--- config.mk ---
export PLATFORM = sky130hd
export DESIGN_NAME = peaks_readout_port
export DESIGN_NICKNAME = d
export VERILOG_FILES = /design/src/rtl/peaks_rd_pkg.sv /design/src/rtl/peak_frame_byte_mux.sv /design/src/rtl/peaks_readout_port.sv
export SDC_FILE = /design/constraint.sdc
export NUM_CORES = 1
export LEC_CHECK = 0
export CORE_MARGIN = 3
export CORE_UTILIZATION = 35
export CTS_BUF_LIST = sky130_fd_sc_hd__clkbuf_8
export DETAILED_ROUTE_END_ITERATION = 10
export SLEW_MARGIN = 20
export SYNTH_ARGS = -nofsm -noshare
export SYNTH_HDL_FRONTEND = slang
export SYNTH_SLANG_ARGS = --single-unit
--- constraint.sdc ---
create_clock -name clk -period 29 [get_ports clk]
set_input_delay 2.9 -clock clk [delete_from_list [all_inputs] [get_ports clk]]
set_output_delay 2.9 -clock clk [all_outputs]
set_load 0.005 [all_outputs]
--- src/rtl/peaks_rd_pkg.sv ---
// Shared parameters, register map and frame layout for the peak-finder readout port.
package peaks_rd_pkg;

  localparam int PEAKS  = 6;
  localparam int AMPL_W = 32;
  localparam int FREQ_W = 16;
  localparam int TIME_W = 16;

  function automatic int bytes_of(input int width);
    return (width + 7) / 8;
  endfunction

  localparam int AB          = bytes_of(AMPL_W);
  localparam int FB          = bytes_of(FREQ_W);
  localparam int TB          = bytes_of(TIME_W);
  localparam int FRAME_BYTES = TB + PEAKS * (AB + FB);
  localparam int PTR_W       = $clog2(FRAME_BYTES);

  // Byte offsets of peak i's fields inside the serialised frame
  function automatic int amp_offset(input int i);
    return TB + i * (AB + FB);
  endfunction

  function automatic int freq_offset(input int i);
    return TB + i * (AB + FB) + AB;
  endfunction

  localparam logic [2:0] ADDR_STATUS  = 3'd0;
  localparam logic [2:0] ADDR_CONTROL = 3'd1;
  localparam logic [2:0] ADDR_LENGTH  = 3'd2;
  localparam logic [2:0] ADDR_RDPTR   = 3'd3;
  localparam logic [2:0] ADDR_DATA    = 3'd4;

  localparam int ST_FRONT_VALID = 0;
  localparam int ST_BACK_FULL   = 1;
  localparam int ST_OVERRUN     = 2;

  localparam int CTL_RELEASE = 0;
  localparam int CTL_CLR_OVR = 1;
  localparam int CTL_IRQ_EN  = 2;

  typedef struct packed {
    logic [TIME_W-1:0]             counter;
    logic [PEAKS-1:0][AMPL_W-1:0]  amp;
    logic [PEAKS-1:0][FREQ_W-1:0]  freq;
  } frame_t;

endpackage

--- src/rtl/peak_frame_byte_mux.sv ---
// Combinational selector: serialises a frame (counter, then amp/freq per peak, little-endian,
// zero-padded) and returns byte[idx]; out-of-range indices return 0.
module peak_frame_byte_mux
  import peaks_rd_pkg::*;
(
  input  frame_t            frame,
  input  logic [PTR_W-1:0]  idx,
  output logic [7:0]        byte_out
);

  localparam int TW8 = TB * 8;
  localparam int AW8 = AB * 8;
  localparam int FW8 = FB * 8;

  logic [FRAME_BYTES*8-1:0] flat;
  logic [PTR_W+2:0]         bit_idx;

  assign flat[TW8-1:0] = TW8'(frame.counter);

  for (genvar i = 0; i < PEAKS; i++) begin : g_peak
    assign flat[amp_offset(i)*8 +: AW8]  = AW8'(frame.amp[i]);
    assign flat[freq_offset(i)*8 +: FW8] = FW8'(frame.freq[i]);
  end

  assign bit_idx = {idx, 3'b000};

  always_comb begin
    byte_out = 8'h00;
    if (idx < PTR_W'(FRAME_BYTES)) byte_out = flat[bit_idx +: 8];
  end

endmodule

--- src/rtl/peaks_readout_port.sv ---
// Double-buffered software read port for peak-finder frames, served bytewise over an 8-bit bus.
// Optional level interrupt on front_valid when PEAKS_RD_IRQ_EN is defined.
module peaks_readout_port
  import peaks_rd_pkg::*;
(
  input  logic                         clk,
  input  logic                         reset,
  input  logic                         valid_in,
  input  logic [PEAKS-1:0][AMPL_W-1:0] amplitudes_in,
  input  logic [PEAKS-1:0][FREQ_W-1:0] freqs_in,
  input  logic [TIME_W-1:0]            counter_in,
  input  logic                         chipselect,
  input  logic                         read,
  input  logic                         write,
  input  logic [2:0]                   address,
  input  logic [7:0]                   writedata,
  output logic [7:0]                   readdata
`ifdef PEAKS_RD_IRQ_EN
  ,
  output logic                         irq
`endif
);

  frame_t           in_frame;
  frame_t           back_buf;
  frame_t           front_buf;
  logic             back_full;
  logic             front_valid;
  logic             overrun;
  logic [PTR_W-1:0] rd_ptr;
  logic [7:0]       front_byte;

  logic bus_wr;
  logic bus_rd;
  logic swap;
  logic release_front;
  logic clear_ovr;
  logic ptr_wr;
  logic data_rd;

  always_comb begin
    in_frame         = '0;
    in_frame.counter = counter_in;
    in_frame.amp     = amplitudes_in;
    in_frame.freq    = freqs_in;
  end

  // A simultaneous read and write is treated purely as a write
  assign bus_wr        = chipselect & write;
  assign bus_rd        = chipselect & read & ~write;
  assign swap          = ~front_valid & back_full;
  assign release_front = bus_wr && (address == ADDR_CONTROL) && writedata[CTL_RELEASE];
  assign clear_ovr     = bus_wr && (address == ADDR_CONTROL) && writedata[CTL_CLR_OVR];
  assign ptr_wr        = bus_wr && (address == ADDR_RDPTR) && (writedata < 8'(FRAME_BYTES));
  assign data_rd       = bus_rd && (address == ADDR_DATA) && front_valid;

  always_ff @(posedge clk or posedge reset) begin
    if (reset) begin
      back_buf  <= '0;
      back_full <= 1'b0;
    end else if (valid_in) begin
      back_buf  <= in_frame;
      back_full <= 1'b1;
    end else if (swap) begin
      back_full <= 1'b0;
    end
  end

  // A capture into an already-full back buffer loses a frame, unless the swap drains it this cycle
  always_ff @(posedge clk or posedge reset) begin
    if (reset)                             overrun <= 1'b0;
    else if (valid_in && back_full && !swap) overrun <= 1'b1;
    else if (clear_ovr)                    overrun <= 1'b0;
  end

  always_ff @(posedge clk or posedge reset) begin
    if (reset) begin
      front_buf   <= '0;
      front_valid <= 1'b0;
    end else if (swap) begin
      front_buf   <= back_buf;
      front_valid <= 1'b1;
    end else if (release_front) begin
      front_valid <= 1'b0;
    end
  end

  always_ff @(posedge clk or posedge reset) begin
    if (reset)        rd_ptr <= '0;
    else if (swap)    rd_ptr <= '0;
    else if (ptr_wr)  rd_ptr <= writedata[PTR_W-1:0];
    else if (data_rd) rd_ptr <= (rd_ptr == PTR_W'(FRAME_BYTES - 1)) ? '0 : rd_ptr + 1'b1;
  end

  peak_frame_byte_mux u_byte_mux (
    .frame    (front_buf),
    .idx      (rd_ptr),
    .byte_out (front_byte)
  );

  always_ff @(posedge clk or posedge reset) begin
    if (reset) begin
      readdata <= 8'h00;
    end else if (bus_rd) begin
      case (address)
        ADDR_STATUS: readdata <= {5'b0, overrun, back_full, front_valid};
        ADDR_LENGTH: readdata <= 8'(FRAME_BYTES);
        ADDR_RDPTR:  readdata <= 8'(rd_ptr);
        ADDR_DATA:   readdata <= front_valid ? front_byte : 8'h00;
        default:     readdata <= 8'h00;
      endcase
    end
  end

`ifdef PEAKS_RD_IRQ_EN
  logic irq_en;

  always_ff @(posedge clk or posedge reset) begin
    if (reset) irq_en <= 1'b0;
    else if (bus_wr && (address == ADDR_CONTROL)) irq_en <= writedata[CTL_IRQ_EN];
  end

  always_ff @(posedge clk or posedge reset) begin
    if (reset) irq <= 1'b0;
    else       irq <= irq_en & front_valid;
  end
`endif

endmodule

==> qor.yml <==
sta:
  fin_skew_ps: 45.0
  tightest_slew_ps: 1120
  drv_slew: 0
  maxSlewHeadroom: 0.236
  finalSetupViolations: 0
  rsz0062_at_grt: "no"
  setup_slack_ps: 23050
  fin_setup_tns_ps: 0
  finalCritPeriodShare: 0.205
  fmax_ghz: 0.168
  layout_min_cycle_time_ps: 5950
  hold_viol_final: 0
worst_setup_path:
  arrival_ps: 6640
  r2r_slack_ps: 25330
  critPathKind: "primary input to asynchronous set/reset pin"
  required_ps: 29680
  end_kind: "asynchronous set/reset pin"
  crit_fanout: 103
  start_kind: "primary input"
synth:
  syn_inst: 2303
  syn_area_per_cell_um2: 11.4
  yosys-top-cells-area: "dfrtp_1 60%, nand2_1 14%, mux2_2 13%"
  synth_edf_count: 0
  synth-seq-cells: 625
  synth_area_um2: 26300
  synthArstFlopShare: 1.00
  synth_top_area_cell: "dfrtp_1"
  synth_nets: 2626
  synthFlopType: "dfrtp_1"
  ys_seq_area_frac: 0.596
  synth_top_area_frac: 0.596
  ys_warn_count: 0
  synth_cell_types: 54
floorplan:
  fp.dieW_um: 280
  dieArea_um2: 78300
  boundaryPins: 329
  fp-row-count: 99
  core_area_um2: 73600
  die_h_um: 280
  initial_core_util: 0.357
routing:
  wire_per_inst_um: 20.2
  drt_iter0_drc: 1218
  routed_via_density: 4.88
  drt_pass1_iterations: 5
  vias: 17900
  ant_nets: 0
  drc: 0
  wl_um: 74200
global_route:
  grt_pass1_wl_um: 114000
  grt_max_degree: 225
  grtUsageTotal: 0.190
  overflow: 0
  grt_pass1_vias: 19100
  antenna_found_initial: 18
status:
  status: "complete, no violations"
layout:
  regArea_um2: 15600
  drive_gt1_frac: 0.200
  instances_no_fill: 3676
  fin_area_um2: 32600
  final_common_cell: "nand2_1"
  num-nets-final: 2944
  area_growth_pct: 24.1
  multi_input_area_um2: 9940
  mostFrequentLayoutCells: "967 x nand2_1, 623 x dfrtp_1, 327 x clkdlybuf4s50_1"
  fillers: 6883
power_and_ir_drop:
  p_leak_nw: 15.1
  powerDensity_nw_per_um2: 72.2
  power_mw: 2.35
  max-vdd-ir-drop_mv: 0.0306
placed_design:
  dp.cells: 3471
  dp_hpwl_um: 50800
  io_buffers: 328
  dp_slack_ps: 22170
  placed_cell_area_um2: 30300
  gp_congestion: 0.836
clock_tree:
  holdBufCountCts: 0
  cts_max_level: 3
  clk_latency_ps: 720
  cts_tree: "built"
  cts.clk_slew.worst_paths_ps: 60
  cts_buffer_depth: 3
  post_cts_buffers: 0
  cts.sinks: 625
  cts_buffers: 107
  clockRootBuffer: "clkbuf_8"
  cts_resized: 0
worst_hold_path:
  hold_path_class: "register to register"
job:
  max_cap_viol_count: 0
report_power, final:
group	internal [mW]	total, mW	switching, mW
Clock	0.462	0.822	0.360
Combinational	0.212	0.433	0.222
Sequential	1.01	1.10	0.0907
layout make-up:
cell class,instances,area share
timing repair buffer,348,0.107
clock buffer,142,0.0600
multi-input combinational,1533,0.305
antenna,11,0.000845
tap,959,0.0368
clock inverter,52,0.00930
inverter,6,0.000922
sequential,625,0.480
sequential cells by signal (all words and copies together) (netlist names):
register / count
readdata: 8
overrun: 1
back_buf: 304
rd_ptr: 6
back_full: 1
front_buf: 304
front_valid: 1
cells in the mapped netlist, types with 2 or more instances:
master,instances
a2111oi_0,2
a211o_1,2
a211oi_1,6
a21oi_1,18
a222oi_1,2
a22oi_1,7
a31oi_1,7
a41oi_1,3
buf_1,3
buf_2,42
buf_4,5
buf_6,7
clkbuf_1,80
dfrtp_1,625
ha_1,2
inv_1,6
mux2_2,308
mux2i_1,19
mux4_1,17
mux4_2,48
nand2_1,967
nand2b_1,9
nand3_1,10
nand3b_1,4
nand4_1,4
nor2_1,15
nor2b_1,10
nor3_1,11
nor3b_1,3
nor4_1,3
o211ai_1,3
o21ai_0,15
o21ai_1,6
o21bai_1,3
o221ai_1,2
o22ai_1,7
o31ai_1,4
or2_2,2
critical path, cell delays in order:
cell             delay [ps]
clkdlybuf4s50_1         490
inv_8                   510
buf_4                   790
buf_4                   870
buf_4                   820
per-stage QoR:
stage	utilization	hold WS [ps]
6_report	0.443	438
5_1_grt	0.443	462
4_1_cts	0.442	449
3_5_place_dp	0.412	452
3_3_place_gp	0.412	443
2_1_floorplan	-	435
worst paths after layout:
kind,startpoint,to,depth (start not counted)
max in group clk,valid_in,back_buf[250],4
hold reg to reg,back_buf[276],front_buf[276],2
hold / removal,back_buf[276],front_buf[276],2
setup / recovery,reset,back_buf[28],5
setup reg to reg,rd_ptr[1],readdata[0],6
min in group asynchronous,reset,front_buf[256],2
kinds of logic (layout without fill, tap and decap cells):
group	after synthesis	count (layout)	synth area share
flip-flops	625	625	0.596
buffers and inverters	145	548	0.0261
AO/OA/AOI/OAI	95	95	0.0245
XOR/XNOR	2	2	0.000667
AND/OR/NAND/NOR	1042	1042	0.154
other	0	11	0
adder cells (fa/ha/maj)	2	2	0.000953
multiplexers	392	392	0.198
layer usage:
metal,part of all wire,global-route usage,vias to the layer above,wire (um)
met1,0.44,0.253,9059,32600
met4,0.019,0.0610,6,1390
met3,0.046,0.0383,104,3440
met5,0.00059,0,-,44
li1,-,-,8341,-
met2,0.50,0.315,412,36800
No activity file was read; power rests on OpenSTA's default activity.
